### config.mk
export PLATFORM = sky130hd
export DESIGN_NAME = eth_frame_reflector
export DESIGN_NICKNAME = d
export VERILOG_FILES = /design/src/rtl/eth_frame_reflector.sv
export SDC_FILE = /design/constraint.sdc
export NUM_CORES = 1
export LEC_CHECK = 0
export BUFFER_PORTS_ARGS = -buffer_cell sky130_fd_sc_hd__buf_2
export CORE_UTILIZATION = 50
export CTS_BUF_LIST = sky130_fd_sc_hd__clkbuf_16
export DETAILED_ROUTE_END_ITERATION = 8
export PLACE_DENSITY = 0.73
export SLEW_MARGIN = 20
export SYNTH_ARGS = -nofsm -noshare
export SYNTH_HDL_FRONTEND = slang
export SYNTH_SLANG_ARGS = --single-unit
### constraint.sdc
create_clock -name clk -period 3.5 [get_ports clk]
set_input_delay 0.175 -clock clk [delete_from_list [all_inputs] [get_ports clk]]
set_output_delay 0.175 -clock clk [all_outputs]
set_load 0.01 [all_outputs]
### src/rtl/eth_frame_reflector.sv
// Ethernet frame reflector: captures the 12-byte MAC header, optionally filters on
// destination, re-emits (or swaps) the header, then streams the rest of the frame through.
module eth_frame_reflector #(
  parameter string       MODE         = "SWAP",
  parameter logic [47:0] LOCAL_MAC    = 48'h02_00_00_00_00_01,
  parameter bit          FILTER_EN    = 1'b1,
  parameter bit          ACCEPT_BCAST = 1'b1,
  parameter int          COUNT_WIDTH  = 32
) (
  input  logic                   clk,
  input  logic                   reset,
  input  logic [7:0]             rx_tdata,
  input  logic                   rx_tvalid,
  output logic                   rx_tready,
  input  logic                   rx_tlast,
  input  logic                   rx_tuser,
  output logic [7:0]             tx_tdata,
  output logic                   tx_tvalid,
  input  logic                   tx_tready,
  output logic                   tx_tlast,
  output logic                   tx_tuser,
  input  logic                   cfg_enable,
  output logic [COUNT_WIDTH-1:0] cnt_fwd,
  output logic [COUNT_WIDTH-1:0] cnt_filtered,
  output logic [COUNT_WIDTH-1:0] cnt_runt
);

  localparam bit SWAP_MODE = (MODE == "SWAP");
  // Element 5 holds byte 0 (first on the wire).
  localparam logic [5:0][7:0] LMAC = LOCAL_MAC;

  typedef enum logic [1:0] {CAPTURE, EMIT, STREAM, DROP} state_t;

  state_t           state;
  logic [3:0]       idx;
  logic [11:0][7:0] hdr;
  logic             en_lat;
  logic [7:0]       emit_byte;
  logic [7:0]       emit_next;
  logic [3:0]       k;
  logic [2:0]       j;
  logic [47:0]      dst;
  logic             reject;
  logic             rx_fire;
  logic             tx_fire;

  assign rx_fire = rx_tvalid & rx_tready;
  assign tx_fire = tx_tvalid & tx_tready;
  assign dst     = {hdr[0], hdr[1], hdr[2], hdr[3], hdr[4], hdr[5]};
  assign reject  = !en_lat ||
                   (FILTER_EN && !((dst == LOCAL_MAC) || (ACCEPT_BCAST && (dst == '1))));

  // Next header byte to present: byte 0 on entry to EMIT, idx+1 while emitting.
  always_comb begin
    k = 4'd0;
    if (state == EMIT) k = (idx == 4'd11) ? 4'd11 : idx + 4'd1;
    j = 3'(k - 4'd6);
    emit_next = hdr[k];
    if (SWAP_MODE) begin
      if (k < 4'd6) emit_next = hdr[k + 4'd6];
      else          emit_next = LMAC[3'd5 - j];
    end
  end

  always_ff @(posedge clk) begin
    if (reset) begin
      state        <= CAPTURE;
      idx          <= 4'd0;
      en_lat       <= 1'b0;
      emit_byte    <= 8'd0;
      cnt_fwd      <= '0;
      cnt_filtered <= '0;
      cnt_runt     <= '0;
    end else begin
      case (state)
        CAPTURE: if (rx_fire) begin
          hdr[idx] <= rx_tdata;
          if (idx == 4'd0) en_lat <= cfg_enable;
          if (rx_tlast) begin
            cnt_runt <= cnt_runt + COUNT_WIDTH'(1);
            idx      <= 4'd0;
          end else if (idx == 4'd11) begin
            idx <= 4'd0;
            // Byte 11 is not yet in hdr, but neither dst nor the first emitted byte needs it.
            if (reject) begin
              state        <= DROP;
              cnt_filtered <= cnt_filtered + COUNT_WIDTH'(1);
            end else begin
              state     <= EMIT;
              emit_byte <= emit_next;
            end
          end else begin
            idx <= idx + 4'd1;
          end
        end
        EMIT: if (tx_fire) begin
          if (idx == 4'd11) begin
            state <= STREAM;
            idx   <= 4'd0;
          end else begin
            idx       <= idx + 4'd1;
            emit_byte <= emit_next;
          end
        end
        STREAM: if (rx_fire && rx_tlast) begin
          cnt_fwd <= cnt_fwd + COUNT_WIDTH'(1);
          state   <= CAPTURE;
        end
        DROP: if (rx_fire && rx_tlast) state <= CAPTURE;
        default: state <= CAPTURE;
      endcase
    end
  end

  always_comb begin
    rx_tready = 1'b0;
    tx_tvalid = 1'b0;
    tx_tdata  = emit_byte;
    tx_tlast  = 1'b0;
    tx_tuser  = 1'b0;
    if (!reset) begin
      case (state)
        CAPTURE, DROP: rx_tready = 1'b1;
        EMIT:          tx_tvalid = 1'b1;
        STREAM: begin
          tx_tdata  = rx_tdata;
          tx_tvalid = rx_tvalid;
          tx_tlast  = rx_tlast;
          tx_tuser  = rx_tuser;
          rx_tready = tx_tready;
        end
        default: ;
      endcase
    end
  end

endmodule

Word-level counts from Yosys, hierarchy flattened
Memory sizes are Yosys's and may differ from the RTL's.
Index checks and enable logic that the tools add are counted.
Widths: inputs -> output; s select.

storage, ports and cells
  register bits = 207
  bits in read-only memories = 64
  bits of input ports = 15
  output and inout bits = 108
  word-level logic and storage cells = 108
  memories = 1

operators by class
  $add $sub $neg = 7
  $lt $le $gt $ge = 5
  equal/unequal tests = 14
  mux-type cells = 39
  bitwise gates (word level) = 4
  reductions and logical operators = 19

memories
  memory           depth  width  rd ports  clocked after Yosys merged registers in  wr ports  line  RTL
  (no name shown)  8      8      1         0                                        0         61    else emit_next = LMAC[3'd5 - j];

operator list
  operator               count
  $add 32x1->32 const B  3
  $bwmux 96              1
  $mux 8                 12
  $eq 48x42->1 const B   1
  $eq 48x48->1 const B   1
  $bmux 8 s4             1
  $demux 8 s4            1
  $mux 4                 6
  $pmux 8 s2             1
  $mux 2                 7
  $ne 2x2->1 const B     6
  $reduce_and 3->1       4
  $lt 4x5->1 const B     2
  $pmux 4 s2             1
  $reduce_and 7->1       1
  $mux 1                 6
  $pmux 2 s3             1
  $reduce_and 6->1       1
  $reduce_and 5->1       1
  $add 4x1->4 const B    1
  $add 4x3->4 const B    1
  $eq 2x2->1 const B     2
  $eq 4x4->1 const B     1
  $ge 4x1->1 const B     1
  17 further kinds       25

Longest topological paths before layout
  depth in word-level cells = 13
  mapped depth = 15
  depth with buffers taken out = 11

Least setup slack after synthesis
No wires, ideal clock.

  kind = register -> register
  start point = reg idx[0]
  end point = reg emit_byte[6]
  library setup time = 0.117 ns
  arrival time = 3.192 ns
  path slack = 0.191 ns
  stages on the path, launching flop included = 15
  cells stage by stage = dfxtp_1 clkbuf_1 inv_1 ha_1 a21o_1 buf_2 clkinv_1 ha_1 clkbuf_1 inv_1 clkbuf_1 mux4_2 nor3_1 a31oi_1 a32o_1

on the way
  cells in the longest elaborated chain, start to end = 13

ends and longest elaborated chain
  what                                       line        RTL
  start, declared                            35          logic [3:0] idx;
  start signal, assigned                     93          idx <= idx + 4'd1;
  start signal, assigned                     101         idx <= idx + 4'd1;
  $add 4x1->4 or $eq 4x4->1 (tied branches)  56, 82, 97
  $mux 4 (2 in series)                       56          if (state == EMIT) k = (idx == 4'd11) ? 4'd11 : idx + 4'd1;
  $sub 3x3->3                                57          j = 3'(k - 4'd6);
  $sub 3x3->3                                61
  $mem_v2 8x8                                --
  $mux 8 (not written as such)               61
  $mux 8                                     60          if (k < 4'd6) emit_next = hdr[k + 4'd6];
  $mux 8                                     85          if (reject) begin
  $mux 8                                     82          end else if (idx == 4'd11) begin
  $mux 8                                     79          if (rx_tlast) begin
  $mux 8                                     76          CAPTURE: if (rx_fire) begin
  $pmux 8 s2                                 75          case (state)
  end signal, assigned                       90          emit_byte <= emit_next;
  end signal, assigned                       102         emit_byte <= emit_next;
  end, declared                              38          logic [7:0] emit_byte;

Parallel ways exist; a longest one is shown, timed or not. The select of a mux whose other input is x is not followed.
A chain may end at the register's enable or synchronous reset.

Worst setup path after layout
  start point = reg idx[0]
  end point = reg emit_byte[0]

Same word-level chain as after synthesis.

==> impl_metrics.yaml <==
routing:
  routed_wl_um: 23600
  viasPerCell: 5.93
  drc_errors: 0
  drt_iter0_drc: 503
  drtPass1Iterations: 5
  drt-wirelength-per-cell_um: 18.0
  vias: 7797
  final_antenna_net_count: 0
grt:
  grtUsageMet1_pct: 31.1
  grt_pass1_wl_um: 37900
  grt_usage_pct: 23.5
  antenna_found_initial: 0
  grt_overflow_total: 0
  grt_pass1_vias: 7335
  busiest_layer: "met2"
  globalRouteMet2Util_pct: 39.6
  use_met3_pct: 3.64
  grt_max_degree: 64
setup_path:
  max_stage_delay_ps: 410
  cp_num_buf_inv: 2
  critical_path_required_ps: 3900
  crit_family: "compound AO/OA/AOI/OAI gates"
  crit_path_end_kind: "flip-flop"
  cp_cell_sequence: "ha_1 > and4b_1 > a21o_1 > clkinv_1 > ha_1 > inv_1 > mux4_2 > a211oi_1 > o221ai_1 > a32o_1"
  crit_top_cell: "ha_1"
  critPathArrivalTime_ps: 3680
  critical_path_class: "flip-flop to flip-flop"
  startpoint_type: "flip-flop"
  critPathSlowestCell: "dfxtp_1"
  worstPathMaxFanout: 12
synth:
  synth_cells: 928
  yosys_warnings: 0
  synth_fp_nets: 956
  yosysSeqAreaShare_pct: 52.3
  synth-seq-cells: 207
  netlist_area_um2: 9770
  synth_flop_cell: "dfxtp_1"
  synthArstFlopShare_pct: 0
  ys_types: 63
  synth_edf_count: 96
  avgSynthCellArea_um2: 10.5
clocking:
  cts_setup_buffers: 0
  cts_tree: "built"
  clkTransAtPathRegs_ps: 70
  clock-sinks: 207
  cts_hold_buf: 1
  cts_buffer_depth: 3
  cts.htree.levels: 1
  cts_root_buf: "clkbuf_16"
  clock_latency_ps: 520
  cts_resized: 0
  cts-buffers-inserted: 22
final_layout:
  drive_gt1_share_pct: 19.9
  multi_input_area_um2: 4360
  stdcell_count: 1315
  ff_latch_area_um2: 5100
  antennaDiodeCount: 0
  syn_to_final_growth_pct: 15.5
  num-nets-final: 1067
  fill_cells: 1597
  fin_util_pct: 59.5
sta:
  max_slew.worst_pin.slew_ps: 976
  rsz0062_at_grt: "no"
  period_share_pct: 93.8
  relSlewSlack_pct: 34.7
  fin_ws_ps: 218
  period_needed_ps: 3280
  fin_hold_ws_ps: 35.1
  skew_ps: 25.7
  max_freq_mhz: 305
  fin_setup_tns_ps: 0
  drv_slew: 0
  setup_viol_count_final: 0
  final_hold_viol_count: 0
placement:
  io_buffers: 122
  dp_cells: 1274
  preCtsSetupSlack_ps: 259
  place_hpwl_um: 16200
  gp_congestion: 0.865
die:
  core_area_um2: 19000
  die_w_um: 142
  pin_count: 123
  initial_utilization_pct: 51.5
  die_h_um: 142
  row_count: 50
  die_area_um2: 20100
status:
  outcome: "complete, no violations"
run:
  cap_viol_max_count: 0
hold_path:
  hp-class: "input pin to flip-flop"
power_and_ir_drop:
  ir_drop_mv: 0.348
  power.density_nw_per_um2: 432
  p_leak_uw: 0.00406
## cell usage after synthesis, types with 7 or more instances
library cell	n	share of area, %
dfxtp_1	111	23
edfxtp_1	96	30
nor2_1	79	3.0
nand2_1	57	2.2
a21oi_1	45	2.3
nand4_1	38	2.4
nand3_1	36	1.8
xnor2_1	36	3.2
clkbuf_1	30	1.2
o21ai_0	27	1.4
or4_1	26	2.0
inv_1	24	0.92
nor3_1	24	1.2
mux2i_1	23	2.4
and3_1	22	1.4
nor4_1	21	1.3
o31ai_1	18	1.4
xor2_1	16	1.4
mux2_2	14	1.6
nor2b_1	14	0.90
and4_1	13	1.2
ha_1	13	1.7
or3_1	13	0.83
and2_1	12	0.77
o22ai_1	12	0.77
o221ai_1	10	0.90
buf_2	8	0.41
mux4_2	8	1.8
a22o_1	7	0.63
nor3_2	7	0.72
o21a_1	7	0.54
## state kept, by name, summed over array words and instances (netlist names)
signal / cells
dst: 48
hdr: 48
cnt_filtered: 32
cnt_fwd: 32
cnt_runt: 32
emit_byte: 8
idx: 4
state: 2
en_lat: 1
## final cells by class
class | count | share of cell area [%]
Sequential cell | 207 | 45.2
Timing Repair Buffer | 134 | 6.25
Clock buffer | 22 | 4.88
Tap cell | 260 | 2.88
Inverter | 25 | 0.832
Multi-Input combinational cell | 649 | 38.7
Clock inverter | 18 | 1.25
## metrics by stage
| step | instance area (µm²) | total power, µW |
|---|---|---|
| final | 11300 | 4880 |
| after global routing | 11300 | 4990 |
| after CTS | 11300 | 4900 |
| after detailed placement | 10600 | 2690 |
| after global placement | 10600 | 2690 |
| after floorplan | 9770 | 2650 |
## logic make-up after synthesis
family / after synthesis / share of synthesized area (%)
flip-flops: 207 / 52.3
buffers and inverters: 72 / 3.10
multiplexers: 45 / 5.81
AND/OR/NAND/NOR: 395 / 23.0
XOR/XNOR: 52 / 4.66
adder cells (fa/ha/maj): 13 / 1.66
AO/OA/AOI/OAI: 144 / 9.52
## final timing paths
path	start	endpoint	slack, ps	cells past startpoint
worst min-delay path	rx_tdata[1]	dst[25]$_DFFE_PP_	40	1
worst max-delay path	idx[0]$_SDFFE_PP0P_	emit_byte[0]$_SDFFE_PP0P_	220	10
worst min register to register	cnt_fwd[31]$_SDFFE_PP0P_	cnt_fwd[31]$_SDFFE_PP0P_	460	1
worst max register to register	idx[0]$_SDFFE_PP0P_	emit_byte[0]$_SDFFE_PP0P_	220	10
## placed cells by master (no fill, tap or decap), types with 21 or more instances in the layout
cell type and n:
nand2_1 57, nor3_1 24, buf_2 121, edfxtp_1 96, inv_1 29, dfxtp_1 111
nor2_1 79, o21ai_0 27, nor4_1 21, a21oi_1 45, or4_1 26, and3_1 22
xnor2_1 36, clkbuf_16 22, mux2i_1 23, nand4_1 38, nand3_1 36
## power breakdown
part	internal, µW	switching (µW)	total, µW
clock network	1240	993	2230
registers	2540	8.09	2540
logic	22.7	75.0	97.7
total	3800	1080	4880
## metal layers
| metal | routed length (µm) | up-vias |
|---|---|---|
| met5 | 0 | - |
| met4 | 553 | 0 |
| met3 | 1270 | 45 |
| met2 | 11400 | 244 |
| met1 | 10400 | 3802 |
| li1 | - | 3706 |
Power figures use the tool's default switching activity.
